**src/rtl/da_decim_buffer.sv**
```systemverilog
// da_decim_buffer
//   Output stage behind the parallel distributed-arithmetic FIR. Drops the
//   filter's warm-up samples, integrates and dumps groups of R samples
//   (decimation by R), and queues the decimated sums in a show-ahead FIFO
//   with a valid/ready handshake toward the consumer.
//
// Ports
//   clk       system clock, rising edge
//   reset     asynchronous reset, active low
//   en_in     y_in carries a valid filter sample this cycle
//   y_in      signed filter sample, W_IN bits
//   m_data    signed decimated sum at the FIFO head, W_ACC bits
//   m_valid   FIFO non-empty, m_data valid
//   m_ready   consumer accepts m_data this cycle
//   level     FIFO occupancy, 0..DEPTH
//   warm      warm-up complete, samples are being integrated
//   overflow  sticky: a decimated sum was dropped on a full FIFO
module da_decim_buffer #(
  parameter int W_IN  = 7,
  parameter int R     = 4,
  parameter int DEPTH = 4,
  parameter int SKIP  = 5,
  localparam int W_ACC = W_IN + $clog2(R),
  localparam int LVL_W = $clog2(DEPTH) + 1
) (
  input  logic                    clk,
  input  logic                    reset,
  input  logic                    en_in,
  input  logic signed [W_IN-1:0]  y_in,
  output logic signed [W_ACC-1:0] m_data,
  output logic                    m_valid,
  input  logic                    m_ready,
  output logic [LVL_W-1:0]        level,
  output logic                    warm,
  output logic                    overflow
);

  localparam int PH_W  = $clog2(R);
  localparam int PTR_W = $clog2(DEPTH);
  localparam int CNT_W = (SKIP > 0) ? $clog2(SKIP + 1) : 1;

  // Full-precision sign extension; the accumulator range cannot overflow.
  function automatic logic signed [W_ACC-1:0] sext(input logic signed [W_IN-1:0] x);
    return W_ACC'(x);
  endfunction

  logic [CNT_W-1:0]        wcnt;
  logic [PH_W-1:0]         phase;
  logic signed [W_ACC-1:0] acc_p0;
  logic signed [W_ACC-1:0] data_p0;
  logic                    vld_p0;
  logic signed [W_ACC-1:0] mem [DEPTH];
  logic [PTR_W-1:0]        wr_ptr;
  logic [PTR_W-1:0]        rd_ptr;
  logic                    full;
  logic                    pop;
  logic                    push;

  // Warm-up counter saturates at SKIP; reaching it is what "warm" means.
  assign warm    = (wcnt == CNT_W'(SKIP));
  assign m_valid = (level != '0);
  assign m_data  = mem[rd_ptr];

  always_comb begin
    data_p0 = acc_p0 + sext(y_in);
    vld_p0  = warm && en_in && (phase == PH_W'(R - 1));
    full    = (level == LVL_W'(DEPTH));
    pop     = m_valid && m_ready;
    // A pop on a full FIFO frees the slot the dump writes into.
    push    = vld_p0 && (!full || pop);
  end

  // Stage p0: warm-up, integrate and dump
  always_ff @(posedge clk or negedge reset) begin
    if (!reset) begin
      wcnt   <= '0;
      phase  <= '0;
      acc_p0 <= '0;
    end else if (en_in) begin
      if (!warm) begin
        wcnt <= wcnt + 1'b1;
      end else if (vld_p0) begin
        phase  <= '0;
        acc_p0 <= '0;
      end else begin
        phase  <= phase + 1'b1;
        acc_p0 <= data_p0;
      end
    end
  end

  // Stage p1: FIFO storage and control
  always_ff @(posedge clk or negedge reset) begin
    if (!reset) begin
      for (int i = 0; i < DEPTH; i++) mem[i] <= '0;
    end else if (push) begin
      mem[wr_ptr] <= data_p0;
    end
  end

  always_ff @(posedge clk or negedge reset) begin
    if (!reset) begin
      wr_ptr   <= '0;
      rd_ptr   <= '0;
      level    <= '0;
      overflow <= 1'b0;
    end else begin
      if (push) wr_ptr <= wr_ptr + 1'b1;
      if (pop)  rd_ptr <= rd_ptr + 1'b1;
      if (vld_p0 && full && !pop) overflow <= 1'b1;
      case ({push, pop})
        2'b10:   level <= level + 1'b1;
        2'b01:   level <= level - 1'b1;
        default: level <= level;
      endcase
    end
  end

endmodule
```
**config.mk**
```make
export PLATFORM = sky130hd
export DESIGN_NAME = da_decim_buffer
export DESIGN_NICKNAME = d
export VERILOG_FILES = /design/src/rtl/da_decim_buffer.sv
export SDC_FILE = /design/constraint.sdc
export NUM_CORES = 1
export LEC_CHECK = 0
export CORE_MARGIN = 2
export CORE_UTILIZATION = 45
export CTS_CLUSTER_DIAMETER = 120
export DETAILED_ROUTE_END_ITERATION = 6
export PLACE_DENSITY = 0.71
export SLEW_MARGIN = 25
export SYNTH_ARGS = -nofsm -noshare
export SYNTH_HDL_FRONTEND = slang
export SYNTH_SLANG_ARGS = --single-unit
```
**constraint.sdc**
```tcl
create_clock -name clk -period 2.2 [get_ports clk]
set_input_delay 0.55 -clock clk [delete_from_list [all_inputs] [get_ports clk]]
set_output_delay 0.55 -clock clk [all_outputs]
set_load 0.01 [all_outputs]
```
==> results of run 1 <==
## Yosys cell counts (2+ instances only)
cell / number / area share
nand2b_1: 3 / 0.0065
clkbuf_1: 2 / 0.0026
fa_1: 2 / 0.014
mux4_2: 9 / 0.070
nand2_1: 9 / 0.012
a21o_1: 4 / 0.010
o21ai_0: 7 / 0.012
nor2_1: 5 / 0.0065
ha_1: 16 / 0.069
nand2_4: 5 / 0.020
mux2_1: 9 / 0.035
a22o_1: 6 / 0.018
a211oi_1: 2 / 0.0052
xor2_1: 7 / 0.021
xnor2_1: 7 / 0.021
a21oi_1: 5 / 0.0087
and2_1: 2 / 0.0043
o31ai_1: 2 / 0.0052
mux2_2: 28 / 0.11
inv_1: 7 / 0.0091
dfrtp_1: 58 / 0.50
## metrics by stage
stage	hold WS, ns	area [µm²]	TNS [ns]
floorplan	0.2544	2908	-0.2487
global placement	0.4467	3468	-10.92
detailed placement	0.4608	3468	-12.69
CTS	0.2043	3742	-0.1315
global route	0.2239	3760	-0.04127
finish	0.1983	3760	0
## power breakdown
group | internal (µW) | switching, µW
registers | 1420 | 226
logic | 1270 | 1060
clock network | 584 | 387
total | 3270 | 1680
## worst paths after layout
kind,from,endpoint,slack [ns],cells past startpoint
max in group asynchronous,reset,wr_ptr[1],1.73,2
max,rd_ptr[0],m_data[6],0.04,4
max reg2reg,acc_p0[0],mem[31],0.07,8
min reg2reg,overflow,overflow,0.48,1
min in group clk,overflow,overflow,0.48,1
min,reset,acc_p0[5],0.20,2
## registers in the layout, indices dropped and copies added (netlist names)
name      count
rd_ptr        2
phase         2
overflow      1
wcnt          3
level         3
mem          36
wr_ptr        2
acc_p0        9
## per-layer routing
layer	track usage	routed length (µm)	up-vias
met5	0	0	-
met4	0.06745	70	0
met3	0.05737	213	9
met2	0.2727	2842	33
met1	0.2239	2511	913
li1	-	-	890
## logic make-up after synthesis
logic type,Yosys count,synth area share
flops,58,0.5028
mux,46,0.2146
compound gates,31,0.07369
simple gates,30,0.06589
fa+ha+maj,18,0.08322
xor+xnor,14,0.04248
buf+inv,11,0.01734
## final cells by class
cell class,instances,share of cell area
Timing Repair Buffer,59,0.1304
Clock buffer,14,0.04326
Tap cell,77,0.02562
Multi-Input combinational cell,139,0.3983
Sequential cell,58,0.3860
Clock inverter,2,0.009318
Inverter,7,0.006988
## timing repair
action / CTS / global route
pin swaps: 11 / 5
resized for setup: 41 / 13
setup buffers: 5 / 0
endpoints found under the setup margin: 30 / 26
==> results.yml, run 1 <==
run_status:
  status: "finished, final reports clean"
synthesis:
  syn_area_mm2: 0.002887
  postSynthCellCount: 208
  synth.distinct_cells: 34
  yosysSeqAreaShare: 0.5028
  synth-edff-count: 0
  yosys_warnings: 0
  synth-seq-cells: 58
  async_reset_ff_frac: 1.000
  avgSynthCellArea_um2: 13.88
  synth_fp_nets: 237
  synthFlopType: "dfrtp_1"
global_route:
  grt_pass1_wl_um: 9390
  grt_overflow_total: 0
  grt_max_degree: 59
  antenna_found_initial: 0
  grt_usage: 0.1740
  grt_pass1_vias: 1967
critical_path:
  crit_buf_inv: 3
  cpMaxStageDelayCell: "mux4_2"
  cp-end-kind: "primary output"
  path_max_fanout: 8
  cpLargestDelayFamily: "multiplexers"
  path_class: "reg -> out"
  critPathMaxStageDelay_ns: 0.51
  required_ns: 1.65
  crit_top_cell: "buf_6"
  startpoint_type: "register"
  crit_chain: "buf_12 > buf_6 > mux4_2 > buf_6"
  critPathArrivalTime_ns: 1.61
floorplanning:
  core.rowCount: 29
  core_area_mm2: 0.006277
  die_y_um: 84.09
  die_w_um: 84.09
  pin_count: 26
  initial_utilization: 0.4598
  dieArea_mm2: 0.007071
route:
  num_vias: 1845
  routed_wl_um: 5638
  drtIter0Drc: 41
  drtAntennaViolNets: 0
  drc: 0
  routedWlPerCell_um: 15.84
  vias_per_cell: 5.183
  firstDrtPassIters: 4
sta:
  drv_slew: 0
  rsz0062_at_grt: "yes"
  fmax_mhz: 463.4
  clock_skew_ns: 0.006237
  setup_viol: 0
  max_slew_margin: 0.6944
  period_needed_ns: 2.158
  fin_ws_ns: 0.04184
  tightest_slew_ns: 0.4551
  fin_crit_sh: 0.9810
  hold_viol_final: 0
clock_network:
  worstSkewPairLatency_ns: 0.33
  path_clk_slew_ns: 0.06
  cts_sinks: 58
  cts_root_buf: "clkbuf_8"
  htreeDepth: 3
  ctsHoldBuffers: 0
  numCtsBuffers: 9
  cts_tree: "yes"
  clockBufferDepth: 2
place:
  post-dp-hpwl_um: 3821
  dpl_worst_slack_ns: -0.5586
  placed_cells: 335
  numPortBuffers: 25
  place.gp.congestion: 0.7534
final_layout:
  layout.nets: 303
  nFillCells: 511
  seq_area_mm2: 0.001451
  drive_above_1_share: 0.4194
  syn_to_final_growth_pct: 30.26
  stdcell_count: 356
  final_util: 0.5990
  antenna_cells: 0
  layout_common_cells: "dfrtp_1 (58), buf_4 (31), mux2_2 (28)"
  multi_input_area_mm2: 0.001498
  final_common_cell: "dfrtp_1"
power:
  p_leak_uw: 0.001896
  finalPower_uw: 4946
  peakVddDrop_uv: 928.8
  p_per_area_mw_per_mm2: 1315
flow_run:
  cap_violations: 0
worst_hold_path:
  hp-class: "in -> async"
Power figures use the tool's default switching activity.
==> inputs of run 2 (changes only) <==
--- a/config.mk
+++ b/config.mk
@@ -10,6 +10,7 @@
 export CTS_CLUSTER_DIAMETER = 120
 export DETAILED_ROUTE_END_ITERATION = 6
 export PLACE_DENSITY = 0.71
+export SETUP_SLACK_MARGIN = 0.15
 export SLEW_MARGIN = 25
 export SYNTH_ARGS = -nofsm -noshare
 export SYNTH_HDL_FRONTEND = slang
==> results.yml, run 2 (synthesis gave the netlist of run 1 again) <==
power:
  p_per_area_mw_per_mm2: 1299
  peakVddDrop_uv: 680.2
  p_leak_uw: 0.001961
  finalPower_uw: 5051
route:
  met1Wirelength_um: 2419
  routed_wl_um: 5626
  met3_length_um: 183
  dr_wl_met2_um: 2953
  vias_per_cell: 5.111
  drtAntennaViolNets: 0
  routedWlPerCell_um: 15.63
  drtIter0Drc: 45
  dr.max_layer_used: "met4"
  firstDrtPassIters: 4
  drc: 0
  num_vias: 1840
final_layout:
  layout.nets: 310
  reg.largest.list: "mem (36), acc_p0 (9)"
  multi_input_area_mm2: 0.001573
  largest_reg_flops: 36
  syn_to_final_growth_pct: 34.68
  antenna_cells: 0
  final_common_cell: "dfrtp_1"
  layout_common_cells: "dfrtp_1 (56), buf_4 (37), mux2_2 (27)"
  largest_register: "mem"
  drive_above_1_share: 0.4841
  nFillCells: 505
  seq_area_mm2: 0.001454
critical_path:
  path_max_fanout: 7
  cpMaxStageDelayCell: "mux4_2"
  crit_buf_inv: 2
  crit_chain: "buf_12 > mux4_2 > buf_6"
  required_ns: 1.65
  critPathArrivalTime_ns: 1.55
  cp-end-kind: "primary output"
  startpoint_type: "register"
  critPathMaxStageDelay_ns: 0.52
  path_class: "reg -> out"
  cpLargestDelayFamily: "multiplexers"
sta:
  setup_viol: 0
  worst_hold_slack_ns: 0.2097
  clock_skew_ns: 0.006634
  drv_slew: 0
  rsz0062_at_grt: "yes"
  max_slew_margin: 0.7010
  fin_crit_sh: 0.9565
  tns_ns: 0
  hold_viol_final: 0
  tightest_slew_ns: 0.4453
  fmax_mhz: 475.2
  period_needed_ns: 2.104
run_status:
  status: "finished, final reports clean"
floorplanning:
  die_y_um: 84.09
  die_w_um: 84.09
  pin_count: 26
  core.rowCount: 29
  initial_utilization: 0.4598
  core_area_mm2: 0.006277
  dieArea_mm2: 0.007071
clock_network:
  htreeDepth: 3
  ctsHoldBuffers: 0
  clockBufferDepth: 2
  cts_root_buf: "clkbuf_8"
  worstSkewPairLatency_ns: 0.34
  numCtsBuffers: 9
  cts_tree: "yes"
  cts_sinks: 58
  path_clk_slew_ns: 0.06
global_route:
  grt_usage: 0.1781
  antenna_found_initial: 0
  grt_max_degree: 59
  grt_pass1_vias: 2027
  grt_pass1_wl_um: 9646
  grt_overflow_total: 0
place:
  numPortBuffers: 25
  place.gp.congestion: 0.7452
  post-dp-hpwl_um: 3825
flow_run:
  cap_violations: 0
worst_hold_path:
  hp-class: "in -> async"
-- run 2: what timing repair did --
| item | in CTS | in global routing |
|---|---|---|
| resized for setup | 66 | 18 |
| setup endpoints to repair | 37 | 37 |
| buffers inserted | 10 | 1 |
| pin swaps | 10 | 10 |
-- run 2: area by class of cell --
| cell class | count | area share |
|---|---|---|
| sequential | 58 | 0.3740 |
| multi-input combinational | 139 | 0.4046 |
| inverter | 7 | 0.006759 |
| clock buffer | 13 | 0.04088 |
| timing repair buffer | 66 | 0.1490 |
| tap | 77 | 0.02478 |
-- run 2: worst reg2reg max path, stage by stage (launching register included) --
cell	delay, ns
dfrtp_1	0.40
ha_4	0.17
fa_2	0.37
a211oi_4	0.27
o31ai_4	0.12
o221ai_2	0.21
o31ai_4	0.13
mux2_4	0.28
-- run 2: path summary, 6_finish.rpt --
check | start | end | slack [ns] | depth (start not counted)
setup / recovery | rd_ptr[0] | m_data[6] | 0.1 | 3
hold / removal | reset | acc_p0[5] | 0.21 | 2
setup reg to reg | acc_p0[0] | mem[17] | 0.13 | 7
hold reg to reg | wcnt[2] | wcnt[2] | 0.47 | 1
max in group asynchronous | reset | rd_ptr[1] | 1.72 | 2
min in group clk | wcnt[2] | wcnt[2] | 0.47 | 1
-- run 2: layer usage --
layer | track usage | up-vias
li1 | - | 894
met5 | 0 | -
met4 | 0.04839 | 0
met1 | 0.2172 | 908
met3 | 0.06231 | 8
met2 | 0.3001 | 30
-- run 2: power breakdown --
part / internal, µW / switching, µW / leakage, µW
clock network: 452 / 365 / 0.0000815
logic: 1440 / 1110 / 0.00112
registers: 1420 / 264 / 0.000762
total: 3310 / 1740 / 0.00196
-- run 2: through the flow --
stage                     cell area, µm²  worst slack [ns]  std cells  utilization
after global placement              3520           -0.4617        336       0.5607
after global routing                3887           0.02802        360       0.6193
after floorplan                     2952           -0.1414        208            -
after CTS                           3804           0.02356        359       0.6059
after detailed placement            3520           -0.4722        336       0.5607
final                               3887           0.09566        360       0.6193
==> inputs of run 3 (changes only) <==
--- a/config.mk
+++ b/config.mk
@@ -5,6 +5,7 @@
 export SDC_FILE = /design/constraint.sdc
 export NUM_CORES = 1
 export LEC_CHECK = 0
+export CAP_MARGIN = 10
 export CORE_MARGIN = 2
 export CORE_UTILIZATION = 45
 export CTS_CLUSTER_DIAMETER = 120
==> constraint.sdc (replaced) <==
create_clock -name clk -period 2.2 [get_ports clk]
set_input_delay 0.55 -clock clk [delete_from_list [all_inputs] [get_ports clk]]
set_output_delay 0.55 -clock clk [all_outputs]
set_load 0.05 [all_outputs]
==> results.yml, run 3 (synthesis gave the netlist of run 1 again) <==
route:
  routed_wl_um: 5651
  routedWlPerCell_um: 15.92
  drc: 0
  vias_per_cell: 5.285
  num_vias: 1876
  firstDrtPassIters: 4
  drtAntennaViolNets: 0
  drtIter0Drc: 48
final_layout:
  postLayoutCellArea_mm2: 0.003905
  layout_common_cells: "dfrtp_1 (56), buf_4 (32), mux2_2 (28)"
  nFillCells: 495
  syn_to_final_growth_pct: 35.28
  antenna_cells: 0
  reg.largest.list: "mem (36), acc_p0 (9)"
  layout.nets: 303
  multi_input_area_mm2: 0.001580
  seq_area_mm2: 0.001454
  largest_reg_flops: 36
  largest_register: "mem"
  drive_above_1_share: 0.4712
  final_common_cell: "dfrtp_1"
worst_hold_path:
  hp-class: "in -> async"
global_route:
  grt_usage: 0.1788
  grt_pass1_vias: 1949
  grt_max_degree: 27
  antenna_found_initial: 0
  grt_pass1_wl_um: 9660
  grt_overflow_total: 0
sta:
  rsz0062_at_grt: "yes"
  drv_slew: 0
  period_needed_ns: 2.157
  hold_viol_final: 0
  clock_skew_ns: 0.004494
  max_slew_margin: 0.6235
  fmax_mhz: 463.7
  setup_viol: 0
  fin_crit_sh: 0.9802
  tightest_slew_ns: 0.5647
critical_path:
  rr_worst_depth: 7
  cpMaxStageDelayCell: "fa_2"
  path_class: "in -> reg"
  path_max_fanout: 5
  crit_path_end: "mem[8]"
  crit_top_cell: "o31ai_4"
  startpoint_type: "input pin"
  reg2reg_to: "mem[8]"
  rr_startpoint: "acc_p0[0]"
  required_ns: 2.47
  crit_chain: "clkdlybuf4s15_1 > ha_4 > fa_2 > a211oi_4 > o31ai_4 > and3_4 > o31ai_4 > mux2_4"
  critPathArrivalTime_ns: 2.43
  cp-end-kind: "register"
  startpoint: "y_in[0]"
  critPathMaxStageDelay_ns: 0.37
  reg2reg_slack_ns: 0.06
power:
  p_per_area_mw_per_mm2: 1405
  peakVddDrop_uv: 791.6
  p_leak_uw: 0.001949
  finalPower_uw: 5487
clock_network:
  cts_sinks: 58
  clockBufferDepth: 2
  cts_root_buf: "clkbuf_8"
  cts_tree: "yes"
  path_clk_slew_ns: 0.06
  htreeDepth: 3
  worstSkewPairLatency_ns: 0.33
  numCtsBuffers: 9
place:
  numPortBuffers: 25
  place.gp.congestion: 0.7486
  place_area_mm2: 0.003528
  post-dp-hpwl_um: 3850
floorplanning:
  die_y_um: 84.09
  die_w_um: 84.09
  dieArea_mm2: 0.007071
  initial_utilization: 0.4598
  core.rowCount: 29
  core_area_mm2: 0.006277
  pin_count: 26
run_status:
  status: "finished, final reports clean"
flow_run:
  cap_violations: 0
-- run 3: cell count changes in the layout (fill, tap and decap cells not counted), moves of 2 or more --
cell,delta
clkbuf_2,-3
clkdlybuf4s50_1,-5
a21oi_1,+2
buf_4,-5
dlygate4sd2_1,+6
ha_4,+2
a21oi_2,-2
-- run 3: report_power, final --
group	switching [µW]	internal (µW)	total [µW]
registers	284	1420	1700
clock network	401	608	1010
logic	1390	1380	2780
total	2080	3410	5490
-- run 3: cell type report --
type                            count  share of cell area
Clock buffer                       13             0.04326
Clock inverter                      2            0.008971
Inverter                            7            0.006729
Multi-Input combinational cell    139              0.4047
Sequential cell                    58              0.3723
Tap cell                           77             0.02467
Timing Repair Buffer               59              0.1394
-- run 3: how the worst min path moves through the flow --
stage | from | to | slack (ns)
detailed placement | overflow | overflow | 0.46
floorplan | reset | acc_p0[0] | 0.25
CTS | reset | mem[26] | 0.20
finish | reset | mem[26] | 0.21
global placement | wcnt[2] | wcnt[2] | 0.46
global route | reset | mem[26] | 0.22
-- run 3: through the flow --
stage	setup TNS (ns)	utilization	std cells	hold WS [ns]	setup slack (ns)
CTS	0	0.6125	354	0.2048	0.009897
finish	0	0.6221	355	0.2083	0.04349
global route	-0.004430	0.6221	355	0.2220	-0.004430
floorplan	-0.3778	-	208	0.2544	-0.2077
global placement	-10.51	0.5621	335	0.4561	-0.4522
detailed placement	-11.54	0.5621	335	0.4588	-0.4587
-- run 3: worst max-delay path: cells and delay by family --
kind | cells | cell delay [ns]
AO/OA/AOI/OAI | 3 | 0.75
adder cells (fa/ha/maj) | 2 | 0.54
buffers and inverters | 1 | 0.20
multiplexers | 1 | 0.21
AND/OR/NAND/NOR | 1 | 0.18
-- run 3: repair_timing --
item                                    4_1_cts  5_1_grt
endpoints found under the setup margin       40       34
pin swaps                                    11       16
gates resized for setup                      27        9
setup buffers                                 4        1
hold endpoints to repair                      0        0
hold buffers                                  0        0
-- run 3: metal layers --
metal	GRT usage	vias up	part of all wire
met2	0.2778	31	0.48
met5	0	-	0
met3	0.06133	8	0.035
met1	0.2380	940	0.47
li1	-	897	-
met4	0.05279	0	0.012
